### config.mk
export PLATFORM = sky130hd
export DESIGN_NAME = ram_block_copy_flat
export DESIGN_NICKNAME = d
export VERILOG_FILES = /design/src/rtl/ram_block_copy_pkg.sv /design/src/rtl/ram_block_copy_if.sv /design/src/rtl/ram_block_copy_lat_pipe.sv /design/src/rtl/ram_block_copy.sv /design/src/flat_wrapper.sv
export SDC_FILE = /design/constraint.sdc
export NUM_CORES = 1
export LEC_CHECK = 0
export CORE_MARGIN = 2
export CORE_UTILIZATION = 35
export DETAILED_ROUTE_END_ITERATION = 8
export GPL_TIMING_DRIVEN = 0
export PLACE_DENSITY = 0.53
export SLEW_MARGIN = 0
export SYNTH_ARGS = -nofsm -noshare
export SYNTH_HDL_FRONTEND = slang
export SYNTH_HIERARCHICAL = 1
export SYNTH_SLANG_ARGS = --single-unit
### constraint.sdc
create_clock -name clk -period 5.4 [get_ports clk]
set_input_delay 0.54 -clock clk [delete_from_list [all_inputs] [get_ports clk]]
set_output_delay 0.54 -clock clk [all_outputs]
set_load 0.05 [all_outputs]
### src/rtl/ram_block_copy_pkg.sv
// ============================================================================
// Module   : ram_copy_pkg
// Purpose  : Shared state encoding and direction constants for the RAM
//            block-copy engine.
// Revision : 1.0
// ============================================================================
`default_nettype none

package ram_copy_pkg;

    typedef enum logic [1:0] {
        IDLE  = 2'd0,
        RUN   = 2'd1,
        DRAIN = 2'd2,
        DONE  = 2'd3
    } state_t;

    localparam logic DIR_ASC  = 1'b0;
    localparam logic DIR_DESC = 1'b1;

endpackage

`default_nettype wire

### src/rtl/ram_block_copy_if.sv
// ============================================================================
// Module   : ram_block_copy_if
// Purpose  : Control handshake plus RAM read/write port bundle of the copy
//            engine; slave is the engine view, master the system view.
// Revision : 1.0
// ============================================================================
`default_nettype none

interface ram_block_copy_if #(
    parameter int DATA_W = 32,
    parameter int ADDR_W = 32,
    parameter int LEN_W  = 16
);
    logic              start;
    logic              ready;
    logic              done;
    logic [ADDR_W-1:0] src_base;
    logic [ADDR_W-1:0] dst_base;
    logic [LEN_W-1:0]  len;
    logic [ADDR_W-1:0] ram_raddr_0;
    logic [DATA_W-1:0] ram_rdata_0;
    logic [ADDR_W-1:0] ram_waddr_0;
    logic              ram_wen_0;
    logic [DATA_W-1:0] ram_wdata_0;

    modport slave (
        input  start, src_base, dst_base, len, ram_rdata_0,
        output ready, done, ram_raddr_0, ram_waddr_0, ram_wen_0, ram_wdata_0
    );

    modport master (
        output start, src_base, dst_base, len, ram_rdata_0,
        input  ready, done, ram_raddr_0, ram_waddr_0, ram_wen_0, ram_wdata_0
    );
endinterface

`default_nettype wire

### src/rtl/ram_block_copy_lat_pipe.sv
// ============================================================================
// Module   : ram_lat_pipe
// Purpose  : RD_LAT-deep shift register carrying {valid, dst_addr} so each
//            write lines up with the RAM read data it belongs to.
// Revision : 1.0
// ============================================================================
`default_nettype none

module ram_lat_pipe #(
    parameter int RD_LAT = 1,
    parameter int ADDR_W = 32
) (
    input  wire logic              clk,
    input  wire logic              rst,
    input  wire logic              i_valid,
    input  wire logic [ADDR_W-1:0] i_addr,
    output logic                   o_valid,
    output logic [ADDR_W-1:0]      o_addr,
    output logic                   o_busy
);

    logic [RD_LAT-1:0] r_valid;
    logic [ADDR_W-1:0] r_addr [RD_LAT];

    always_ff @(posedge clk) begin
        if (rst) begin
            r_valid <= '0;
            for (int i = 0; i < RD_LAT; i++) begin
                r_addr[i] <= '0;
            end
        end else begin
            r_valid[0] <= i_valid;
            r_addr[0]  <= i_addr;
            for (int i = 1; i < RD_LAT; i++) begin
                r_valid[i] <= r_valid[i-1];
                r_addr[i]  <= r_addr[i-1];
            end
        end
    end

    assign o_valid = r_valid[RD_LAT-1];
    assign o_addr  = r_addr[RD_LAT-1];

    // Busy means a write is still pending beyond the one at the tail this cycle.
    generate
        if (RD_LAT == 1) begin : g_single
            assign o_busy = 1'b0;
        end else begin : g_multi
            assign o_busy = |r_valid[RD_LAT-2:0];
        end
    endgenerate

endmodule

`default_nettype wire

### src/rtl/ram_block_copy.sv
// ============================================================================
// Module   : ram_block_copy
// Purpose  : Copies len words from src_base to dst_base through one RAM read
//            and one write port, choosing direction so overlaps copy safely.
// Revision : 1.0
// ============================================================================
`default_nettype none

module ram_block_copy
    import ram_copy_pkg::*;
#(
    parameter int DATA_W = 32,
    parameter int ADDR_W = 32,
    parameter int LEN_W  = 16,
    parameter int RD_LAT = 1
) (
    input  wire logic       clk,
    input  wire logic       rst,
    ram_block_copy_if.slave bus
);

    state_t            r_state;
    state_t            w_next_state;
    logic [ADDR_W-1:0] r_src_addr;
    logic [ADDR_W-1:0] r_dst_addr;
    logic [LEN_W-1:0]  r_remaining;
    logic              r_dir;

    logic              w_ready;
    logic              w_done;
    logic              w_issue;
    logic              w_accept;
    logic              w_pipe_busy;
    logic              w_pipe_valid;
    logic [ADDR_W-1:0] w_pipe_addr;
    logic [DATA_W-1:0] w_wdata;

    logic [ADDR_W:0]   w_src_ext;
    logic [ADDR_W:0]   w_dst_ext;
    logic [ADDR_W:0]   w_src_end;
    logic              w_desc;
    logic [ADDR_W-1:0] w_len_m1;
    logic [ADDR_W-1:0] w_src_first;
    logic [ADDR_W-1:0] w_dst_first;

    // Overlap test is done one bit wider so src_base+len cannot wrap.
    assign w_src_ext   = {1'b0, bus.src_base};
    assign w_dst_ext   = {1'b0, bus.dst_base};
    assign w_src_end   = w_src_ext + (ADDR_W+1)'(bus.len);
    assign w_desc      = (w_dst_ext > w_src_ext) && (w_dst_ext < w_src_end);
    assign w_len_m1    = ADDR_W'(bus.len) - ADDR_W'(1);
    assign w_src_first = w_desc ? bus.src_base + w_len_m1 : bus.src_base;
    assign w_dst_first = w_desc ? bus.dst_base + w_len_m1 : bus.dst_base;

    assign w_accept = bus.start && w_ready;

    // ------------------------------------------------------------------
    // State register
    // ------------------------------------------------------------------
    always_ff @(posedge clk) begin
        if (rst) begin
            r_state <= IDLE;
        end else begin
            r_state <= w_next_state;
        end
    end

    // ------------------------------------------------------------------
    // Next-state logic
    // ------------------------------------------------------------------
    always_comb begin
        w_next_state = r_state;
        case (r_state)
            IDLE, DONE: begin
                if (bus.start) begin
                    w_next_state = (bus.len == '0) ? DONE : RUN;
                end
            end
            RUN: begin
                if (r_remaining == LEN_W'(1)) begin
                    w_next_state = DRAIN;
                end
            end
            DRAIN: begin
                if (!w_pipe_busy) begin
                    w_next_state = DONE;
                end
            end
            default: w_next_state = IDLE;
        endcase
    end

    // ------------------------------------------------------------------
    // Output logic
    // ------------------------------------------------------------------
    always_comb begin
        w_ready = 1'b0;
        w_done  = 1'b0;
        w_issue = 1'b0;
        case (r_state)
            IDLE:    w_ready = 1'b1;
            RUN:     w_issue = 1'b1;
            DONE: begin
                w_ready = 1'b1;
                w_done  = 1'b1;
            end
            default: ;
        endcase
    end

    // ------------------------------------------------------------------
    // Address counters, issue counter and direction flag
    // ------------------------------------------------------------------
    always_ff @(posedge clk) begin
        if (rst) begin
            r_src_addr  <= '0;
            r_dst_addr  <= '0;
            r_remaining <= '0;
            r_dir       <= DIR_ASC;
        end else if (w_accept) begin
            r_src_addr  <= w_src_first;
            r_dst_addr  <= w_dst_first;
            r_remaining <= bus.len;
            r_dir       <= w_desc ? DIR_DESC : DIR_ASC;
        end else if (w_issue) begin
            r_remaining <= r_remaining - LEN_W'(1);
            if (r_dir == DIR_DESC) begin
                r_src_addr <= r_src_addr - ADDR_W'(1);
                r_dst_addr <= r_dst_addr - ADDR_W'(1);
            end else begin
                r_src_addr <= r_src_addr + ADDR_W'(1);
                r_dst_addr <= r_dst_addr + ADDR_W'(1);
            end
        end
    end

    ram_lat_pipe #(
        .RD_LAT (RD_LAT),
        .ADDR_W (ADDR_W)
    ) u_pipe (
        .clk     (clk),
        .rst     (rst),
        .i_valid (w_issue),
        .i_addr  (r_dst_addr),
        .o_valid (w_pipe_valid),
        .o_addr  (w_pipe_addr),
        .o_busy  (w_pipe_busy)
    );

    // Write data is the RAM read data of the same cycle, no extra register.
    assign w_wdata         = bus.ram_rdata_0;
    assign bus.ram_wdata_0 = w_wdata;
    assign bus.ram_raddr_0 = r_src_addr;
    assign bus.ram_waddr_0 = w_pipe_addr;
    assign bus.ram_wen_0   = w_pipe_valid;
    assign bus.ready       = w_ready;
    assign bus.done        = w_done;

endmodule

`default_nettype wire

### src/flat_wrapper.sv
// flat-port wrapper written by rule: the top's interface ports become plain ports
module ram_block_copy_flat import ram_copy_pkg::*;
#(
    parameter int DATA_W = 32,
    parameter int ADDR_W = 32,
    parameter int LEN_W  = 16,
    parameter int RD_LAT = 1
)
  (clk, rst, bus_start, bus_src_base, bus_dst_base, bus_len, bus_ram_rdata_0, bus_ready, bus_done, bus_ram_raddr_0, bus_ram_waddr_0, bus_ram_wen_0, bus_ram_wdata_0);
  ram_block_copy_if #(.DATA_W(DATA_W), .ADDR_W(ADDR_W), .LEN_W(LEN_W)) bus_i ();
  input  wire logic clk;
  input  wire logic rst;
  input wire logic [$bits(bus_i.start)-1:0] bus_start;
  input wire logic [$bits(bus_i.src_base)-1:0] bus_src_base;
  input wire logic [$bits(bus_i.dst_base)-1:0] bus_dst_base;
  input wire logic [$bits(bus_i.len)-1:0] bus_len;
  input wire logic [$bits(bus_i.ram_rdata_0)-1:0] bus_ram_rdata_0;
  output wire logic [$bits(bus_i.ready)-1:0] bus_ready;
  output wire logic [$bits(bus_i.done)-1:0] bus_done;
  output wire logic [$bits(bus_i.ram_raddr_0)-1:0] bus_ram_raddr_0;
  output wire logic [$bits(bus_i.ram_waddr_0)-1:0] bus_ram_waddr_0;
  output wire logic [$bits(bus_i.ram_wen_0)-1:0] bus_ram_wen_0;
  output wire logic [$bits(bus_i.ram_wdata_0)-1:0] bus_ram_wdata_0;
  assign bus_i.start = bus_start;
  assign bus_i.src_base = bus_src_base;
  assign bus_i.dst_base = bus_dst_base;
  assign bus_i.len = bus_len;
  assign bus_i.ram_rdata_0 = bus_ram_rdata_0;
  assign bus_ready = bus_i.ready;
  assign bus_done = bus_i.done;
  assign bus_ram_raddr_0 = bus_i.ram_raddr_0;
  assign bus_ram_waddr_0 = bus_i.ram_waddr_0;
  assign bus_ram_wen_0 = bus_i.ram_wen_0;
  assign bus_ram_wdata_0 = bus_i.ram_wdata_0;
  ram_block_copy #(.DATA_W(DATA_W), .ADDR_W(ADDR_W), .LEN_W(LEN_W), .RD_LAT(RD_LAT)) u_core (.clk(clk), .rst(rst), .bus(bus_i));
endmodule
Word level (Yosys, flattened, before mapping). Memories as Yosys holds them, arrays and structs flattened. Cells that the tools add are included.

Memories kept: 1. Word-level logic and storage cells: 55. Bits in writable memories: 32. Output and inout port bits: 99. Input port bits: 115. Flip-flop bits (word level): 84.

Multiplexer cells: 23. Reductions and logical operators: 8. Eq/ne operators: 6. Order comparisons: 2. $add $sub $neg: 9.

Memories: u_core.u_pipe.r_addr (depth 1, width 32, read ports 1, clocked after Yosys merged registers in 0, wr ports 1, line ram_block_copy_lat_pipe.sv:23) `logic [ADDR_W-1:0] r_addr [RD_LAT];`.

Operators with widths (count): $mux 32 (9); $add 32x1->32 const B (2); $add 32x32->32 (2); $sub 32x1->32 const B (2); $add 32x16->33 (1); $lt 32x33->1 (1); $gt 32x32->1 (1); $mux 16 (2); $reduce_or 32->1 (1); $sub 16x1->17 const B (1); $eq 16x1->1 const B (1); $logic_not 16->1 (1); $sub 16x1->16 const B (1); $mux 1 (8); $mux 2 (3); $pmux 2 s3 (1); $eq 2x2->1 const B (2); $ne 2x1->1 const B (2); $eq 2x1->1 const B (1); $logic_and 1x1->1 (2); $logic_not 2->1 (1); $reduce_and 2->1 (1); $reduce_bool 2->1 (1); $reduce_or 2->1 (1).

Logic depth before layout (Yosys ltp). Gate-level depths: netlist of run 1.

Depth after elaboration: 5. Gate-level depth with buffers: 23.

Cells and area by module. Netlist of run 1, hierarchy kept.

By module, submodules not included: ram_block_copy (cells each 1771, times used 1, area an instance 13516.7 um2); ram_lat_pipe (cells each 71, times used 1, area an instance 900.9 um2).

Worst setup path before layout of run 1. No wires, ideal clock.

Path type: input to register. From: in bus_len[9]. To: reg u_core.r_dst_addr[27]. Data arrival time: 4522 ps. Stages on the path: 15. Path buffers: 0. Slack: 792 ps. Setup time: 86 ps. Path through: or3_1 or4_1 nor3_2 nand3_1 inv_1 ha_1 a21o_1 a221o_1 a21o_1 a2111oi_2 a21oi_2 a31oi_1 xor2_1 o211a_1 a211oi_1.

Cells in the longest elaborated chain, start to end: 5. Elaborated cells between the ends (all ways): 7. Those cells by class: add/sub (3); order compare (1); mux (2); reduce/logical (1).

RTL lines: start: declaration (line flat_wrapper.sv:16) `input wire logic [$bits(bus_i.len)-1:0] bus_len;`; $add 32x16->33 (line ram_block_copy.sv:49) `assign w_src_end = w_src_ext + (ADDR_W+1)'(bus.len);`; $lt 32x33->1 (line ram_block_copy.sv:50) `assign w_desc = (w_dst_ext > w_src_ext) && (w_dst_ext < w_src_end);`; $logic_and 1x1->1 (line ram_block_copy.sv:50); $mux 32 * (line ram_block_copy.sv:53) `assign w_dst_first = w_desc ? bus.dst_base + w_len_m1 : bus.dst_base;`; $mux 32 * (line ram_block_copy.sv:120) `end else if (w_accept) begin`; end signal: assignment (line ram_block_copy.sv:122) `r_dst_addr <= w_dst_first;`; end signal: assignment (line ram_block_copy.sv:129) `r_dst_addr <= r_dst_addr - ADDR_W'(1);`; end signal: assignment (line ram_block_copy.sv:132) `r_dst_addr <= r_dst_addr + ADDR_W'(1);`; end: declaration (line ram_block_copy.sv:25) `logic [ADDR_W-1:0] r_dst_addr;`.

Mark *: on every way between the ends. The rest lies on a longest branch, timed or not. A chain may end at the register's enable or synchronous reset.

Worst setup path after layout of run 1.
From: in bus_len[4]. To: reg u_core.r_src_addr[23], in the netlist u_core/bus.ram_raddr_0[23].

Cells in the longest elaborated chain, start to end: 5. Elaborated cells between the ends (all ways): 7. Those cells by class: add/sub (3); order compare (1); mux (2); reduce/logical (1).

RTL lines: $add 32x16->33 (line ram_block_copy.sv:49); $lt 32x33->1 (line ram_block_copy.sv:50); $logic_and 1x1->1 (line ram_block_copy.sv:50); $mux 32 * (line ram_block_copy.sv:52) `assign w_src_first = w_desc ? bus.src_base + w_len_m1 : bus.src_base;`; $mux 32 * (line ram_block_copy.sv:120); end signal: assignment (line ram_block_copy.sv:121) `r_src_addr <= w_src_first;`; end signal: assignment (line ram_block_copy.sv:128) `r_src_addr <= r_src_addr - ADDR_W'(1);`; end signal: assignment (line ram_block_copy.sv:131) `r_src_addr <= r_src_addr + ADDR_W'(1);`; end: declaration (line ram_block_copy.sv:24) `logic [ADDR_W-1:0] r_src_addr;`.

Marks and branches as above.

==> results of run 1 <==
==> state kept, by name, indices dropped and copies added (netlist names) <==
| name | flops |
|---|---|
| u_core/r_state | 2 |
| u_core/r_remaining | 16 |
| u_core/r_dst_addr | 32 |
| u_core/r_dir | 1 |
| u_core/u_pipe/r_addr | 32 |
| u_core/u_pipe/o_valid | 1 |
| u_core/bus.ram_raddr_0 | 32 |
==> worst paths after layout <==
kind                                            start                           to  slack [ns]  depth (start not counted)
worst max-delay path                       bus_len[4]   u_core/bus.ram_raddr_0[23]        0.23                         22
worst min register to register  u_core/r_dst_addr[27]  u_core/u_pipe/r_addr[0][27]        0.49                          1
worst min-delay path            u_core/r_dst_addr[27]  u_core/u_pipe/r_addr[0][27]        0.49                          1
worst max register to register           u_core/r_dir        u_core/r_dst_addr[30]        1.23                         11
==> cell usage after synthesis, drive strengths merged, types with 40 or more instances <==
cell	instances	area (um2)
ha	209	2620
buf	55	394
xnor2	85	744
mux2i	44	440
nand3	40	200
nor2b	52	325
nor2	139	522
o21ai	103	527
clkbuf	41	154
dfxtp	116	2320
nor3	46	235
a211oi	128	991
xor2	62	543
inv	76	285
a21o	65	489
nand2	121	454
a21oi	171	860
==> per-layer routing <==
layer	vias up	wire length (um)	global-route usage, %
li1	7293	-	-
met1	7137	25500	34.4
met2	499	25600	42.6
met3	74	3010	3.05
met4	0	1480	8.69
met5	-	0	0
==> power breakdown <==
group	switching [mW]	internal, mW
Sequential	0.306	1.17
Combinational	2.80	1.60
Clock	0.415	0.744
Total	3.52	3.51
==> layout by cell type (no fill, tap or decap), drive strengths merged, types with 66 or more instances in the layout <==
| cell | instances |
|---|---|
| a211oi | 128 |
| buf | 66 |
| nor2 | 139 |
| xnor2 | 85 |
| dfxtp | 116 |
| o21ai | 103 |
| nand2 | 121 |
| inv | 75 |
| a21oi | 171 |
| ha | 209 |
| clkdlybuf4s50 | 168 |
==> worst reg2reg max path: cells and delay by family (launching register included) <==
family / cells / cell delay [ns]
xor+xnor: 1 / 0.19
fa+ha+maj: 1 / 0.48
buf+inv: 1 / 0.37
simple gates: 1 / 0.22
flops: 1 / 0.92
compound gates: 7 / 1.89
==> cell type report <==
class                           instances  area share [%]
Clock buffer                           22            2.56
Buffer                                 96            3.26
Inverter                               76            1.59
Multi-Input combinational cell       1553            64.8
Tap cell                              532            3.67
Sequential cell                       116            12.8
Timing Repair Buffer                  192            10.5
Timing Repair inverter                  1          0.0276
Clock inverter                         10           0.724
==> per-stage QoR <==
| stage | hold WS [ns] | instance area (um2) | total power [mW] | TNS (ns) |
|---|---|---|---|---|
| global route | 0.510 | 18100 | 7.47 | 0 |
| global placement | 0.481 | 16900 | 5.62 | -75.12 |
| detailed placement | 0.482 | 16900 | 5.65 | -72.54 |
| floorplan | 0.458 | 14400 | 4.26 | 0 |
| finish | 0.490 | 18100 | 7.04 | 0 |
| CTS | 0.492 | 17900 | 6.98 | 0 |
==> timing repair <==
item                       CTS  global route
buffers inserted             3             8
gates cloned                 1             0
gates resized for setup     73            50
setup endpoints to repair   65            64
pin swaps                    5            11
hold buffers                 0             0
==> cells by family after synthesis <==
logic type | synth area share [%]
buffers and inverters | 5.85
multiplexers | 3.13
AND/OR/NAND/NOR | 17.2
adder cells (fa/ha/maj) | 18.8
XOR/XNOR | 8.93
flip-flops | 16.1
other | 0.0260
AO/OA/AOI/OAI | 29.9
==> results.txt, run 1 <==
Cell breakdown of the critical path - clkdlybuf4s50_1 -> ha_1 -> o21ai_1 -> o21bai_2 -> o41ai_2 -> buf_4 -> nand2b_1 -> a21oi_2 -> a21oi_2 -> nand3_4 -> nor4_2 -> xnor2_1 -> ha_1 -> nand4_1 -> or4_1 -> a21o_2 -> o21ai_4 -> buf_12 -> buf_6 -> nand2_2 -> o221ai_2 -> a21oi_1
Total via count after detailed routing - 15000
Seq/Total Area, Yosys - 16.1%
Starting Density - 35.4%
Hold Crit Class - reg2reg
Largest net degree at the start of global routing - 67
Max_cap viols - 0
I/O Buffers - 181
Routed length per instance - 21.4 um
Mean area per synthesized cell - 7.83 um2
Arrival time of data at the critical path endpoint - 5.45 ns
GPL Wtd Cong - 0.945
Clock Tree Root - clkbuf_16
Number of different library cells in the post-synthesis netlist - 84
Worst rel slew slack - 12.1%
Die extent in y - 207 um
Element type at the critical path start - input pin
CTS HTree Levels - 4
Number of buffers created by CTS - 17
Buffers plus inverters on the worst setup path - 4
TritonCTS clock tree - yes
Clock tree buffer depth - 2
Min setup slack post-route - 0.234 ns
VDD IR max - 0.000236 V
Most used DFF post-synth - dfxtp_1
Filler-free cell count of the finished design - 2598
Reg area - 2330 um2
Clock slew seen by the registers of the worst setup and hold paths - 0.05 ns
Placed cells - 2555
Placeable core region - 40700 um2
Number of max-slew violations in the final report - 0
Fill count - 4171
Die Footprint - 42800 um2
Remaining antenna violation count - 0
Critical Path Fanout Max - 10
Number of antenna repair diodes - 0
Crit-path leading delay family - compound AO/OA/AOI/OAI gates
Setup repair after global routing missed its margin - false
Number of instances in the synthesized netlist - 1842
Leakage power total - 7.83 nW
Width of the die - 207 um
Tmin final - 5.17 ns
Relative area change from synthesis to final layout - 25.8%
Fraction of registers with async set/reset - 0%
Top achievable clock speed - 194 MHz
Ratio of routed vias to standard cells - 5.77
Source-to-sink clock delay at the later pin of the worst-skew pair - 0.44 ns
Worst path required time - 5.69 ns
Post-detailed-route DRC marker count - 0
Wire length of the first global-routing pass - 83200 um
Final setup fails - 0
Worst slack, placed - -1.38 ns
P per Cell Area - 388 nW/um2
Fin crit share - 95.7%
Critical Setup Path Class - in2reg
DP HPWL - 44800 um
Number of global-route vias before repair - 14400
Layout cells sized above 1 - 9.44%
Number of enable flip-flop cells after synthesis - 0
First-pass iteration count of the detailed router - 5
Total gr overflow - 0
Worst Setup End Kind - flip-flop
Mapped cell area - 14400 um2
Library cell contributing the largest single delay on the critical path - clkdlybuf4s50_1
Total wire length after detailed routing - 55600 um
Fin util - 44.5%
Post-Synthesis Net Count - 2171
Synthesis Warnings - 6
Final Hold Viols - 0
Antenna violations before repair - 0
GRT Resource Usage Total - 25.7%
Synthesis-stage register bit count - 116
Skew final - 0.0108 ns
Footprint of the multi-input gates - 11800 um2
Drt initial violations - 1120
Transition time at the pin with the least slew margin - 1.32 ns
I/O pin total - 214
Sink count of the clock tree - 116
Largest incremental delay on the critical path - 0.58 ns
Site Rows - 74
Run status - finished, final reports clean
Fin nets - 2382
Note: power is estimated with default switching activity, not from simulation.
==> run 2: changes to the inputs <==
--- a/config.mk
+++ b/config.mk
@@ -9,6 +9,7 @@
 export CORE_UTILIZATION = 35
 export DETAILED_ROUTE_END_ITERATION = 8
 export GPL_TIMING_DRIVEN = 0
+export MAX_ROUTING_LAYER = met4
 export PLACE_DENSITY = 0.53
 export SLEW_MARGIN = 0
 export SYNTH_ARGS = -nofsm -noshare
==> results.txt, run 2 (synthesized netlist as in run 1, its figures left out) <==
Fin crit share - 96.0% (+0.29 points)
Run status - finished, final reports clean
Worst Hold Endpoint - u_core/u_pipe/r_addr[0][15]
Post-cts hold buffer count - 0 (unchanged)
Worst reg-to-reg setup slack - 1.21 ns (-0.02 ns)
Wire length of the first global-routing pass - 83600 um (+0.46%)
GRT Resource Usage Total - 26.5% (+0.90 points)
Launching element of the worst setup path - bus_len[8]
Remaining antenna violation count - 0 (unchanged)
Worst rel slew slack - 11.6% (-0.49 points)
Final setup fails - 0 (unchanged)
Total wire length after detailed routing - 55900 um (+0.43%)
Drt initial violations - 1101 (-1.7%)
Worst Setup End Kind - flip-flop
Top library cells by usage in the layout, fill and taps aside - ha_1 (207), clkdlybuf4s50_1 (175), a21oi_1 (166)
Clock Tree Root - clkbuf_16
Skew final - 0.0117 ns (+0.000833 ns)
Largest net degree at the start of global routing - 67 (unchanged)
R2R Path Start - u_core/r_dir
Arrival time of data at the critical path endpoint - 5.53 ns (+0.08 ns)
Transition time at the pin with the least slew margin - 1.33 ns (+0.00742 ns)
Hold Crit Class - reg2reg
Filler-free cell count of the finished design - 2596 (-0.077%)
Post-detailed-route DRC marker count - 0 (unchanged)
Critical Path Fanout Max - 9 (-1)
Leakage power total - 7.76 nW (-0.89%)
Relative area change from synthesis to final layout - 25.6%
Width of the die - 207 um (unchanged)
Sink count of the clock tree - 116 (unchanged)
Reg area - 2330 um2 (unchanged)
CTS HTree Levels - 4 (unchanged)
Final Hold Viols - 0 (unchanged)
Worst path required time - 5.75 ns (+0.06 ns)
Tmin final - 5.18 ns (+0.0154 ns)
Routed length per instance - 21.5 um (+0.51%)
Placed cells - 2555 (unchanged)
DP HPWL - 45200 um (+1.0%)
Source-to-sink clock delay at the later pin of the worst-skew pair - 0.44 ns (about the same)
Die extent in y - 207 um (unchanged)
TritonCTS clock tree - yes
Buffers plus inverters on the worst setup path - 4 (unchanged)
Layout cells sized above 1 - 8.97% (-0.47 points)
Number of max-slew violations in the final report - 0 (unchanged)
Min setup slack post-route - 0.218 ns (-0.0154 ns)
Footprint of the multi-input gates - 11700 um2 (-0.35%)
Total via count after detailed routing - 15000 (-0.21%)
Max_cap viols - 0 (unchanged)
Element type at the critical path start - input pin
Reg-to-reg critical path endpoint - u_core/r_dst_addr[30]
P per Cell Area - 392 nW/um2 (+1.0%)
Placeable core region - 40700 um2 (unchanged)
Site Rows - 74 (unchanged)
Ratio of routed vias to standard cells - 5.77 (-0.14%)
Die Footprint - 42800 um2 (unchanged)
Critical Setup Path Class - in2reg
Fill count - 4147 (-0.58%)
Most common cell after layout, fill and taps aside - ha_1
Number of buffers created by CTS - 17 (unchanged)
Starting Density - 35.4% (unchanged)
Fin nets - 2378 (-0.17%)
Number of global-route vias before repair - 14300 (-0.69%)
VDD IR max - 0.000256 V (+8.3%)
Antenna violations before repair - 2 (+2)
Total gr overflow - 0 (unchanged)
Setup repair after global routing missed its margin - true
Clock slew seen by the registers of the worst setup and hold paths - 0.06 ns (about the same)
Worst slack, placed - -1.47 ns (-0.0896 ns)
Clock tree buffer depth - 2 (unchanged)
Number of cells on the worst hold path - 1 (unchanged)
Crit-path leading delay family - simple AND/OR/NAND/NOR gates
Cell breakdown of the critical path - clkdlybuf4s50_1 -> or3_1 -> or4_1 -> nor3_2 -> nand3_2 -> clkinvlp_4 -> buf_4 -> ha_1 -> clkbuf_1 -> nand3_1 -> nor3_1 -> nand3_1 -> o21ai_1 -> o21ai_0 -> o21ai_0 -> xnor2_1 -> o22ai_2 -> a211oi_1
Crit path depth - 18 (-18%)
Launch point of the worst hold path - u_core/r_dst_addr[15]
I/O Buffers - 181 (unchanged)
Library cell contributing the largest single delay on the critical path - clkdlybuf4s50_1
Largest incremental delay on the critical path - 0.65 ns (+0.07 ns)
GPL Wtd Cong - 0.949 (+0.47%)
I/O pin total - 214 (unchanged)
Top achievable clock speed - 193 MHz (-0.30%)
Cells on worst reg2reg path - 11 (unchanged)
Pwr Total - 7.10 mW (+0.88%)
First-pass iteration count of the detailed router - 5 (unchanged)
==> run 2: changes by cell type in the layout (fill, tap and decap cells not counted), moves of 2 or more <==
cell	previous run	this run
clkdlybuf4s50_1	168	175
dlymetal6s2s_1	9	2
ha_1	201	207
buf_4	51	46
ha_4	5	1
clkinvlp_4	2	5
clkbuf_1	43	41
clkbuf_2	3	1
clkinv_2	5	3
diode_2	0	2
dlygate4sd2_1	1	3
ha_2	3	1
==> run 2: stage by stage <==
step                      TNS (ns)  hold slack [ns]  util [%]  area (um2)
after floorplan                  0            0.458         -       14400
after global placement      -77.63            0.481      41.5       16900
after detailed placement    -77.53            0.480      41.5       16900
after CTS                        0            0.486      44.1       18000
after global routing      -0.00966            0.501      44.4       18100
final                            0            0.488      44.4       18100
==> run 2: final cells by class <==
cell class              count  share of cell area, %
well taps                 532                   3.68
plain buffers              96                   3.35
repair buffers            188                   10.3
repair inverters            1                 0.0276
clock buffers              19                   2.45
diodes                      2                 0.0276
clock inverters            13                   1.01
inverters                  76                   1.60
multi-input cells        1553                   64.7
flip-flops and latches    116                   12.8
==> run 2: power by group <==
part | internal, mW | switching (mW) | leakage (nW)
sequential | 1.17 | 0.308 | 0.958
combinational | 1.60 | 2.81 | 6.51
clock | 0.781 | 0.428 | 0.295
==> run 2: timing repair <==
| item | 4_1_cts | 5_1_grt |
|---|---|---|
| pin swaps | 5 | 4 |
| setup buffers | 7 | 0 |
| gates resized for setup | 81 | 28 |
| endpoints found under the setup margin | 65 | 64 |
| cloned | 1 | 0 |
==> run 2: layer usage <==
metal / wire (um) / up-vias / track usage, %
met5: 0 / - / -
met4: 1330 / 0 / 7.14
met3: 3020 / 77 / 2.42
met2: 25800 / 521 / 42.9
met1: 25700 / 7099 / 35.4
li1: - / 7274 / -
==> run 2: worst max path at each step <==
| stage | end | slack [ns] |
|---|---|---|
| floorplan | u_core/r_dst_addr[27] | 0.79 |
| global placement | u_core/bus.ram_raddr_0[20] | -1.45 |
| detailed placement | u_core/bus.ram_raddr_0[20] | -1.47 |
| CTS | u_core/bus.ram_raddr_0[12] | 0.003 |
| global route | u_core/r_dst_addr[29] | -0.01 |
| finish | u_core/bus.ram_raddr_0[29] | 0.22 |
==> run 3: changes to the inputs <==
--- a/config.mk
+++ b/config.mk
@@ -7,6 +7,7 @@
 export LEC_CHECK = 0
 export CORE_MARGIN = 2
 export CORE_UTILIZATION = 35
+export CTS_CLUSTER_DIAMETER = 30
 export DETAILED_ROUTE_END_ITERATION = 8
 export GPL_TIMING_DRIVEN = 0
 export MAX_ROUTING_LAYER = met4
==> results of run 3 <==
No change in the layout: final DEF, timing and power equal those of run 2.
